[config.mk]
export PLATFORM = sky130hd
export DESIGN_NAME = riscv_soft_wb_arbiter
export DESIGN_NICKNAME = d
export VERILOG_FILES = /design/src/rtl/riscv_soft_wb_arbiter.sv
export SDC_FILE = /design/constraint.sdc
export NUM_CORES = 1
export LEC_CHECK = 0
export ABC_AREA = 1
export ABC_CLOCK_PERIOD_IN_PS = 3100
export CORE_MARGIN = 2
export CORE_UTILIZATION = 40
export DETAILED_ROUTE_END_ITERATION = 8
export GPL_ROUTABILITY_DRIVEN = 1
export PLACE_DENSITY = 0.86
export SLEW_MARGIN = 30
export SYNTH_ARGS = -nofsm -noshare
export SYNTH_HDL_FRONTEND = slang
export SYNTH_SLANG_ARGS = --single-unit
[constraint.sdc]
create_clock -name clk -period 3.1 [get_ports clk]
set_input_delay 0.465 -clock clk [delete_from_list [all_inputs] [get_ports clk]]
set_output_delay 0.465 -clock clk [all_outputs]
set_load 0.02 [all_outputs]
[src/rtl/riscv_soft_wb_arbiter.sv]
// Round-robin writeback arbiter for the register file's single write port (ALU vs load).
// Optional busy scoreboard is compiled in when RISCV_SOFT_WB_SCOREBOARD_EN is defined.
module riscv_soft_wb_arbiter #(
  parameter int XPR_LEN  = 32,
  parameter int NUM_REGS = 32,
  parameter int ADDR_W   = 5
) (
  input  logic               clk,
  input  logic               reset,
  input  logic               alu_valid,
  input  logic [ADDR_W-1:0]  alu_addr,
  input  logic [XPR_LEN-1:0] alu_data,
  output logic               alu_ready,
  input  logic               ld_valid,
  input  logic [ADDR_W-1:0]  ld_addr,
  input  logic [XPR_LEN-1:0] ld_data,
  output logic               ld_ready,
  output logic               wr_en,
  output logic [ADDR_W-1:0]  wr_addr,
  output logic [XPR_LEN-1:0] wr_data,
  input  logic               sb_set,
  input  logic [ADDR_W-1:0]  sb_set_addr,
  input  logic [ADDR_W-1:0]  sb_query_addr_1,
  input  logic [ADDR_W-1:0]  sb_query_addr_2,
  output logic               sb_busy_1,
  output logic               sb_busy_2
);

  localparam logic              LG_ALU    = 1'b0;
  localparam logic              LG_LD     = 1'b1;
  localparam logic [ADDR_W-1:0] ZERO_ADDR = {ADDR_W{1'b0}};

  logic               last_grant_q;
  logic               last_grant_d;
  logic               wr_en_q;
  logic               wr_en_d;
  logic [ADDR_W-1:0]  wr_addr_q;
  logic [ADDR_W-1:0]  wr_addr_d;
  logic [XPR_LEN-1:0] wr_data_q;
  logic [XPR_LEN-1:0] wr_data_d;
  logic               alu_grant_s;
  logic               ld_grant_s;

  // On a tie the port that did not win last time gets the grant; nothing is granted in reset.
  always_comb begin
    alu_grant_s = 1'b0;
    ld_grant_s  = 1'b0;
    if (reset) begin
      alu_grant_s = 1'b0;
      ld_grant_s  = 1'b0;
    end else if (alu_valid && ld_valid) begin
      alu_grant_s = (last_grant_q == LG_LD);
      ld_grant_s  = (last_grant_q == LG_ALU);
    end else begin
      alu_grant_s = alu_valid;
      ld_grant_s  = ld_valid;
    end
  end

  assign alu_ready = alu_grant_s;
  assign ld_ready  = ld_grant_s;

  // x0 writes are consumed and advance round-robin, but never raise wr_en; address/data hold.
  always_comb begin
    last_grant_d = last_grant_q;
    wr_en_d      = 1'b0;
    wr_addr_d    = wr_addr_q;
    wr_data_d    = wr_data_q;
    if (alu_grant_s) begin
      last_grant_d = LG_ALU;
      if (alu_addr != ZERO_ADDR) begin
        wr_en_d   = 1'b1;
        wr_addr_d = alu_addr;
        wr_data_d = alu_data;
      end else begin
        wr_en_d = 1'b0;
      end
    end else if (ld_grant_s) begin
      last_grant_d = LG_LD;
      if (ld_addr != ZERO_ADDR) begin
        wr_en_d   = 1'b1;
        wr_addr_d = ld_addr;
        wr_data_d = ld_data;
      end else begin
        wr_en_d = 1'b0;
      end
    end else begin
      last_grant_d = last_grant_q;
      wr_en_d      = 1'b0;
    end
  end

  always_ff @(posedge clk or posedge reset) begin
    if (reset) begin
      last_grant_q <= LG_LD;
      wr_en_q      <= 1'b0;
      wr_addr_q    <= {ADDR_W{1'b0}};
      wr_data_q    <= {XPR_LEN{1'b0}};
    end else begin
      last_grant_q <= last_grant_d;
      wr_en_q      <= wr_en_d;
      wr_addr_q    <= wr_addr_d;
      wr_data_q    <= wr_data_d;
    end
  end

  assign wr_en   = wr_en_q;
  assign wr_addr = wr_addr_q;
  assign wr_data = wr_data_q;

`ifdef RISCV_SOFT_WB_SCOREBOARD_EN
  logic [NUM_REGS-1:0] busy_q;
  logic [NUM_REGS-1:0] busy_d;
  logic                sb_busy_1_s;
  logic                sb_busy_2_s;

  // A new producer issued on the same edge as the old write retiring keeps the register busy.
  always_comb begin
    busy_d = busy_q;
    for (int i = 1; i < NUM_REGS; i++) begin
      if (sb_set && (sb_set_addr == ADDR_W'(i))) begin
        busy_d[i] = 1'b1;
      end else if (wr_en_q && (wr_addr_q == ADDR_W'(i))) begin
        busy_d[i] = 1'b0;
      end else begin
        busy_d[i] = busy_q[i];
      end
    end
    busy_d[0] = 1'b0;
  end

  always_comb begin
    sb_busy_1_s = 1'b0;
    sb_busy_2_s = 1'b0;
    for (int i = 0; i < NUM_REGS; i++) begin
      if (sb_query_addr_1 == ADDR_W'(i)) begin
        sb_busy_1_s = busy_q[i];
      end else begin
        sb_busy_1_s = sb_busy_1_s;
      end
      if (sb_query_addr_2 == ADDR_W'(i)) begin
        sb_busy_2_s = busy_q[i];
      end else begin
        sb_busy_2_s = sb_busy_2_s;
      end
    end
  end

  always_ff @(posedge clk or posedge reset) begin
    if (reset) begin
      busy_q <= {NUM_REGS{1'b0}};
    end else begin
      busy_q <= busy_d;
    end
  end

  assign sb_busy_1 = sb_busy_1_s;
  assign sb_busy_2 = sb_busy_2_s;
`else
  logic unused_sb_s;
  assign unused_sb_s = ^{sb_set, sb_set_addr, sb_query_addr_1, sb_query_addr_2};
  assign sb_busy_1   = 1'b0;
  assign sb_busy_2   = 1'b0;
`endif

endmodule

==> results of run 1 <==
[logic make-up after synthesis]
logic type / synth area share, %
AOI/OAI and AO/OA: 0.226
and+or+nand+nor: 45.3
other: 0.170
DFF: 44.2
buffers and inverters: 10.1
[worst max-delay path: stages]
cell,delay (ps)
sky130_fd_sc_hd__clkdlybuf4s50_1,530
sky130_fd_sc_hd__nand2_2,80
sky130_fd_sc_hd__nor2_4,180
sky130_fd_sc_hd__clkdlybuf4s50_1,640
[placed cells by master, fill, tap and decap left out]
cell type	instances
sky130_fd_sc_hd__nand2_1	178
sky130_fd_sc_hd__clkdlybuf4s50_1	117
sky130_fd_sc_hd__nand3_1	39
sky130_fd_sc_hd__dfrtp_1	38
sky130_fd_sc_hd__nand2_2	14
sky130_fd_sc_hd__buf_4	7
sky130_fd_sc_hd__clkbuf_8	6
sky130_fd_sc_hd__inv_1	5
sky130_fd_sc_hd__nor2_1	4
sky130_fd_sc_hd__clkinv_2	2
sky130_fd_sc_hd__nor2_4	2
sky130_fd_sc_hd__conb_1	2
sky130_fd_sc_hd__nand3b_1	1
sky130_fd_sc_hd__nor2_2	1
sky130_fd_sc_hd__a21oi_1	1
sky130_fd_sc_hd__bufinv_16	1
sky130_fd_sc_hd__dfstp_2	1
[layer usage]
layer,vias to the layer above,GRT usage (%),part of all wire [%]
li1,1158,-,-
met1,1037,22.7,43
met2,69,36.2,50
met3,7,4.48,6.2
met4,0,4.56,0.88
met5,-,0,0
[flip-flops by register name, summed over array words and instances, names as in the netlist]
signal	flops
last_grant_q	1
wr_addr	5
wr_en	1
wr_data	32
[layout make-up]
class                   instances  share of cell area (%)
flip-flops and latches         39                    28.3
well taps                      72                    2.61
repair buffers                124                    35.5
clock buffers                   6                    2.40
inverters                       6                   0.690
clock inverters                 2                    1.02
multi-input cells             242                    29.4
[worst max path at each step]
stage / start / to / slack, ps
after floorplan: reset / wr_data[15] / 1230
after global placement: alu_valid / alu_ready / 740
after detailed placement: alu_valid / alu_ready / 750
after CTS: alu_valid / alu_ready / 740
after global routing: alu_valid / alu_ready / 680
final: alu_valid / alu_ready / 730
[power groups by stage]
stage	clock network (W)	registers, W	logic (W)
after floorplan	0	0.000818	0.000249
after global placement	0	0.000682	0.000721
after detailed placement	0	0.000687	0.000733
final	0.000425	0.000679	0.000728
after CTS	0.000439	0.000679	0.000736
after global routing	0.000459	0.000692	0.000790
[through the flow]
step / cell area [µm²] / util (%) / total power, W
after floorplan: 2220 / - / 0.00107
after global placement: 3330 / 61.2 / 0.00140
after detailed placement: 3330 / 61.2 / 0.00142
after CTS: 3450 / 63.4 / 0.00185
after global routing: 3450 / 63.4 / 0.00194
final: 3450 / 63.4 / 0.00183
==> out/qor.json, run 1 <==
{
  "power_frac_clock": {"value": 23.2, "unit": "%"},
  "critical_path.endpoint_type": {"value": "output port"},
  "yosys.area.top_type": {"value": "sky130_fd_sc_hd__dfrtp_1"},
  "achievable-frequency": {"value": 422, "unit": "MHz"},
  "boundaryPins": {"value": 136},
  "route.final.wire_length": {"value": 5810, "unit": "µm"},
  "netlist_area": {"value": 2210, "unit": "µm²"},
  "route.antenna.remaining_nets": {"value": 0},
  "setup_tns": {"value": 0, "unit": "ps"},
  "cell_internal_pwr": {"value": 0.00124, "unit": "W"},
  "drt_pass1_iterations": {"value": 4},
  "die-area": {"value": 6140, "unit": "µm²"},
  "dp_worst_setup_slack": {"value": 748, "unit": "ps"},
  "fin_worst_skew": {"value": 4.22, "unit": "ps"},
  "crit_arrival": {"value": 1900, "unit": "ps"},
  "final.fill_count": {"value": 482},
  "worstPathMaxFanout": {"value": 6},
  "ys_top_cells_by_area": {"value": "sky130_fd_sc_hd__dfrtp_1 (43%), sky130_fd_sc_hd__nand2_1 (30%), sky130_fd_sc_hd__nand3_1 (8.8%)"},
  "power-per-cell-area": {"value": 531, "unit": "nW/µm²"},
  "rsz0062_at_grt": {"value": "false"},
  "place_congestion": {"value": 0.750},
  "hold_path_class": {"value": "register to register"},
  "synth_async_sr_flop_share": {"value": 100, "unit": "%"},
  "hold_depth": {"value": 2},
  "multiInputGateArea": {"value": 1010, "unit": "µm²"},
  "slew_violations": {"value": 0},
  "crit_required": {"value": 2630, "unit": "ps"},
  "slew-limit-headroom": {"value": 47.6, "unit": "%"},
  "sw_frac_of_total": {"value": 32.4, "unit": "%"},
  "post_dr_wirelength_cell": {"value": 11.8, "unit": "µm"},
  "setup_viol": {"value": 0},
  "dr.first_iter.drc_count": {"value": 99},
  "worst-slew-pin-transition": {"value": 783, "unit": "ps"},
  "result_of_the_run": {"value": "complete, no violations"},
  "area_used_by_sequential_logic_in_the_layout": {"value": 977, "unit": "µm²"},
  "part_of_the_power_in_combinational_logic": {"value": 39.7, "unit": "%"},
  "clkTransAtPathRegs": {"value": 70, "unit": "ps"},
  "synth_top_flop_cell": {"value": "sky130_fd_sc_hd__dfrtp_1"},
  "p_seq_share": {"value": 37.1, "unit": "%"},
  "antenna-diode-count": {"value": 0},
  "worstSkewPairLatency": {"value": 280, "unit": "ps"},
  "die_width": {"value": 78.4, "unit": "µm"},
  "final_layout_size_suffix_gt1_share": {"value": 8.11, "unit": "%"},
  "route.detailed.drc": {"value": 0},
  "fin_hold_ws": {"value": 512, "unit": "ps"},
  "global_route_wire_length_before_repair": {"value": 9620, "unit": "µm"},
  "grt_max_degree": {"value": 41},
  "clockBufferDepth": {"value": 2},
  "grt_antenna_before_repair": {"value": 0},
  "ctsRootBufferMaster": {"value": "sky130_fd_sc_hd__clkbuf_8"},
  "buffer_ports.inserted": {"value": 117},
  "final_nets": {"value": 512},
  "vias": {"value": 2271},
  "ys_seq_elements": {"value": 39},
  "dp.cells": {"value": 483},
  "syn_to_final_growth": {"value": 55.8, "unit": "%"},
  "grt_pass1_vias": {"value": 2259},
  "postLayoutSetupSlackWorst": {"value": 731, "unit": "ps"},
  "clock_sink_count": {"value": 39},
  "synth.lib_cells_used.distinct": {"value": 18},
  "final_hold_viol_count": {"value": 0},
  "post_drt_via_cell_ratio": {"value": 4.63},
  "worst_r2r_path_depth": {"value": 6},
  "syn_inst": {"value": 308},
  "holdBufCountCts": {"value": 0},
  "placement_rows": {"value": 27},
  "crit-reg2reg-capture": {"value": "wr_data[8]"},
  "ctsResizeCount": {"value": 0},
  "net-switching-power": {"value": 0.000593, "unit": "W"},
  "gr-total-overflow": {"value": 0},
  "worstReg2RegStart": {"value": "last_grant_q"},
  "cts-buffers-inserted": {"value": 5},
  "setup.worst_path.class": {"value": "input port to output port"},
  "synth_commonest_cells": {"value": "sky130_fd_sc_hd__nand2_1 (178), sky130_fd_sc_hd__nand3_1 (39), sky130_fd_sc_hd__dfrtp_1 (38)"},
  "synth_enable_flop_cells": {"value": 0},
  "yosys_warnings": {"value": 0},
  "cts_htree_levels": {"value": 2},
  "total_leakage_power": {"value": 1.74, "unit": "nW"},
  "dpl.hpwl": {"value": 4300, "unit": "µm"},
  "setup.reg_to_reg.worst_slack": {"value": 1380, "unit": "ps"},
  "die_height": {"value": 78.4, "unit": "µm"},
  "min-delay-start": {"value": "wr_data[10]"},
  "cts_post_setup_buffers_inserted": {"value": 0},
  "synth_top_area_share": {"value": 43.0, "unit": "%"},
  "floorplan.initialDensity": {"value": 40.7, "unit": "%"},
  "final_min_period_over_clock_period": {"value": 76.4, "unit": "%"},
  "syn_area_per_cell": {"value": 7.18, "unit": "µm²"},
  "final.min_clock_period": {"value": 2370, "unit": "ps"},
  "core-area": {"value": 5440, "unit": "µm²"},
  "track_usage": {"value": 19.5, "unit": "%"},
  "worst_hold_path.endpoint": {"value": "wr_data[10]"},
  "tritoncts": {"value": "done"},
  "critical_path.startpoint_type": {"value": "input port"},
  "maxCapViolCount": {"value": 0},
  "post_layout_instance_count_excluding_filler_cells": {"value": 491},
  "worst_voltage_drop_across_the_vdd_grid": {"value": 0.268, "unit": "mV"},
  "synth_seq_area_share": {"value": 44.2, "unit": "%"},
  "yosys.cell_count.top_type": {"value": "sky130_fd_sc_hd__nand2_1"}
}
Note: power is estimated with default switching activity, not from simulation.
==> run 2: changes to the inputs <==
- ABC_CLOCK_PERIOD_IN_PS: 3100 -> 2300
- CORE_UTILIZATION: 40 -> 37
- PLACE_DENSITY: 0.86 -> 0.8
- clock period: 3.1 -> 2.3 ns (I/O delays scaled with it)
==> run 2 against run 1 <==
Against the previous run: sequential share of layout area increased by 0.16 points; combinational power grew 35%; clock skew about the same; count of clock-buffer cells in the layout grew 2; critical endpoint is now ld_ready; largest cell class unchanged; critical path type unchanged.
==> out/qor.json, run 2 (same netlist as run 1, synthesis figures left out) <==
{
  "result_of_the_run": {"value": "complete, no violations"},
  "holdBufCountCts": {"value": 0, "change": "unchanged"},
  "setup_viol": {"value": 0, "change": "unchanged"},
  "die_height": {"value": 81.3, "unit": "µm", "change": "+3.8%"},
  "ctsRootBufferMaster": {"value": "sky130_fd_sc_hd__clkbuf_8"},
  "clkTransAtPathRegs": {"value": 70, "unit": "ps", "change": "about the same"},
  "maxCapViolCount": {"value": 0, "change": "unchanged"},
  "cpPeakStageDelay": {"value": 620, "unit": "ps", "change": "-20 ps"},
  "post_dr_wirelength_cell": {"value": 11.8, "unit": "µm", "change": "-0.34%"},
  "boundaryPins": {"value": 136, "change": "unchanged"},
  "dr.first_iter.drc_count": {"value": 61, "change": "-38%"},
  "die_width": {"value": 81.3, "unit": "µm", "change": "+3.8%"},
  "worst_voltage_drop_across_the_vdd_grid": {"value": 0.274, "unit": "mV", "change": "+2.3%"},
  "route.met3.wl": {"value": 469, "unit": "µm", "change": "+30%"},
  "gr-total-overflow": {"value": 0, "change": "unchanged"},
  "route.layer.met1.wl": {"value": 2430, "unit": "µm", "change": "-2.5%"},
  "grt_max_degree": {"value": 40, "change": "-2.4%"},
  "achievable-frequency": {"value": 487, "unit": "MHz"},
  "route.final.wire_length": {"value": 5850, "unit": "µm", "change": "+0.67%"},
  "track_usage": {"value": 17.9, "unit": "%", "change": "-1.6 points"},
  "grt_antenna_before_repair": {"value": 0, "change": "unchanged"},
  "power_frac_clock": {"value": 18.4, "unit": "%", "change": "-4.8 points"},
  "grt_pass1_vias": {"value": 2180, "change": "-3.5%"},
  "cell_internal_pwr": {"value": 0.00154, "unit": "W", "change": "+24%"},
  "layout.cells.most_common": {"value": "sky130_fd_sc_hd__nand2_1"},
  "place_congestion": {"value": 0.731, "change": "-2.6%"},
  "fin_worst_skew": {"value": 3.78, "unit": "ps", "change": "-0.438 ps"},
  "net-switching-power": {"value": 0.000791, "unit": "W", "change": "+33%"},
  "final_layout_size_suffix_gt1_share": {"value": 7.84, "unit": "%", "change": "-0.28 points"},
  "routed.top_layer": {"value": "met4"},
  "crit_arrival": {"value": 1710, "unit": "ps", "change": "-190 ps"},
  "die-area": {"value": 6610, "unit": "µm²", "change": "+7.7%"},
  "critical_path.startpoint_type": {"value": "input port"},
  "critical-path-top-cell-by-count": {"value": "sky130_fd_sc_hd__clkdlybuf4s50_1"},
  "route.antenna.remaining_nets": {"value": 0, "change": "unchanged"},
  "core-area": {"value": 5850, "unit": "µm²", "change": "+7.6%"},
  "final_min_period_over_clock_period": {"value": 89.2, "unit": "%"},
  "clockBufferDepth": {"value": 2, "change": "unchanged"},
  "dp_worst_setup_slack": {"value": 248, "unit": "ps", "change": "-500 ps"},
  "route.detailed.drc": {"value": 0, "change": "unchanged"},
  "most-common-layout-cells": {"value": "sky130_fd_sc_hd__nand2_1 (178), sky130_fd_sc_hd__clkdlybuf4s50_1 (117), sky130_fd_sc_hd__nand3_1 (39)"},
  "total_leakage_power": {"value": 1.73, "unit": "nW", "change": "-0.67%"},
  "antenna-diode-count": {"value": 0, "change": "unchanged"},
  "part_of_the_power_in_combinational_logic": {"value": 42.2, "unit": "%", "change": "+2.5 points"},
  "power-per-cell-area": {"value": 679, "unit": "nW/µm²", "change": "+28%"},
  "critPathTopFamily": {"value": "buffers and inverters"},
  "vias": {"value": 2296, "change": "+1.1%"},
  "tritoncts": {"value": "done"},
  "met2_routed_wirelength": {"value": 2930, "unit": "µm", "change": "+0.93%"},
  "timing.critical_path.buf_inv": {"value": 2, "change": "unchanged"},
  "rsz0062_at_grt": {"value": "false"},
  "report.power.total": {"value": 0.00233, "unit": "W", "change": "+27%"},
  "hold_path_class": {"value": "register to register"},
  "slowest_cell_on_the_critical_path": {"value": "sky130_fd_sc_hd__clkdlybuf4s50_1"},
  "dpl.hpwl": {"value": 4370, "unit": "µm", "change": "+1.8%"},
  "cts-buffers-inserted": {"value": 5, "change": "unchanged"},
  "final_hold_viol_count": {"value": 0, "change": "unchanged"},
  "ctsResizeCount": {"value": 0, "change": "unchanged"},
  "post_drt_via_cell_ratio": {"value": 4.63, "change": "about the same"},
  "crit_path_cell_trace": {"value": "clkdlybuf4s50_1 > nand2_1 > nor2_4 > clkdlybuf4s50_1"},
  "worstPathMaxFanout": {"value": 3, "change": "-3"},
  "global_route_wire_length_before_repair": {"value": 9290, "unit": "µm", "change": "-3.4%"},
  "critical_path.endpoint_type": {"value": "output port"},
  "placement_rows": {"value": 28, "change": "+3.7%"},
  "final.min_clock_period": {"value": 2050, "unit": "ps"},
  "final.fill_count": {"value": 581, "change": "+21%"},
  "final_nets": {"value": 514, "change": "+0.39%"},
  "largest_reg_flops": {"value": 32, "change": "unchanged"},
  "setup.worst_path.class": {"value": "input port to output port"},
  "setup_tns": {"value": 0, "unit": "ps", "change": "unchanged"},
  "slew_violations": {"value": 0, "change": "unchanged"},
  "cts_post_setup_buffers_inserted": {"value": 0, "change": "unchanged"},
  "dp.cells": {"value": 488, "change": "+1.0%"},
  "floorplan.initialDensity": {"value": 37.8, "unit": "%", "change": "-2.9 points"},
  "buffer_ports.inserted": {"value": 117, "change": "unchanged"},
  "syn_to_final_growth": {"value": 55.0, "unit": "%"},
  "post_layout_instance_count_excluding_filler_cells": {"value": 496, "change": "+1.0%"},
  "cts_htree_levels": {"value": 2, "change": "unchanged"},
  "fin_hold_ws": {"value": 510, "unit": "ps", "change": "-2.77 ps"},
  "drt_pass1_iterations": {"value": 4, "change": "unchanged"},
  "postLayoutSetupSlackWorst": {"value": 249, "unit": "ps", "change": "-483 ps"},
  "worstSkewPairLatency": {"value": 280, "unit": "ps", "change": "about the same"},
  "crit_required": {"value": 1960, "unit": "ps", "change": "-670 ps"},
  "sw_frac_of_total": {"value": 34.0, "unit": "%", "change": "+1.6 points"},
  "clock_sink_count": {"value": 39, "change": "unchanged"},
  "p_seq_share": {"value": 39.3, "unit": "%", "change": "+2.2 points"}
}
[run 2: tightest hold or removal path, stage by stage (launching register included)]
cell and delay, ps:
sky130_fd_sc_hd__dfrtp_1 350, sky130_fd_sc_hd__nand3_1 80, sky130_fd_sc_hd__nand2_1 60
[run 2: power groups by stage]
stage	Combinational (W)	Clock (W)	Sequential, W
global placement	0.000978	0	0.000920
CTS	0.000997	0.000448	0.000918
detailed placement	0.000993	0	0.000928
global route	0.00107	0.000482	0.000934
floorplan	0.000336	0	0.00110
finish	0.000983	0.000429	0.000916
[run 2: worst paths after layout]
| check | slack, ps | depth (start not counted) | from | end |
|---|---|---|---|---|
| max | 250 | 4 | ld_valid | ld_ready |
| min | 510 | 2 | wr_data[27] | wr_data[27] |
| max reg2reg | 680 | 7 | last_grant_q | wr_data[12] |
| min reg2reg | 510 | 2 | wr_data[27] | wr_data[27] |
| max in group asynchronous | 1410 | 3 | reset | last_grant_q |
| min in group asynchronous | 550 | 3 | reset | wr_addr[2] |
[run 2: routing by layer]
| layer | vias to the layer above | GRT usage (%) |
|---|---|---|
| li1 | 1166 | - |
| met1 | 1047 | 20.6 |
| met2 | 81 | 32.6 |
| met3 | 2 | 5.56 |
| met4 | 0 | 3.22 |
| met5 | - | 0 |
[run 2: stage by stage]
| stage | util, % | instance area, µm² |
|---|---|---|
| floorplan | - | 2220 |
| global placement | 57.2 | 3350 |
| detailed placement | 57.2 | 3350 |
| CTS | 58.6 | 3430 |
| global route | 58.6 | 3430 |
| finish | 58.6 | 3430 |
[run 2: layout make-up]
type                       instances  area, µm²  share of cell area, %
multi-input combinational        242       1010                   29.6
sequential                        39        977                   28.5
tap                               75       93.8                   2.74
clock buffer                       8       80.1                   2.34
timing repair buffer             126       1240                   36.1
inverter                           6       23.8                  0.693
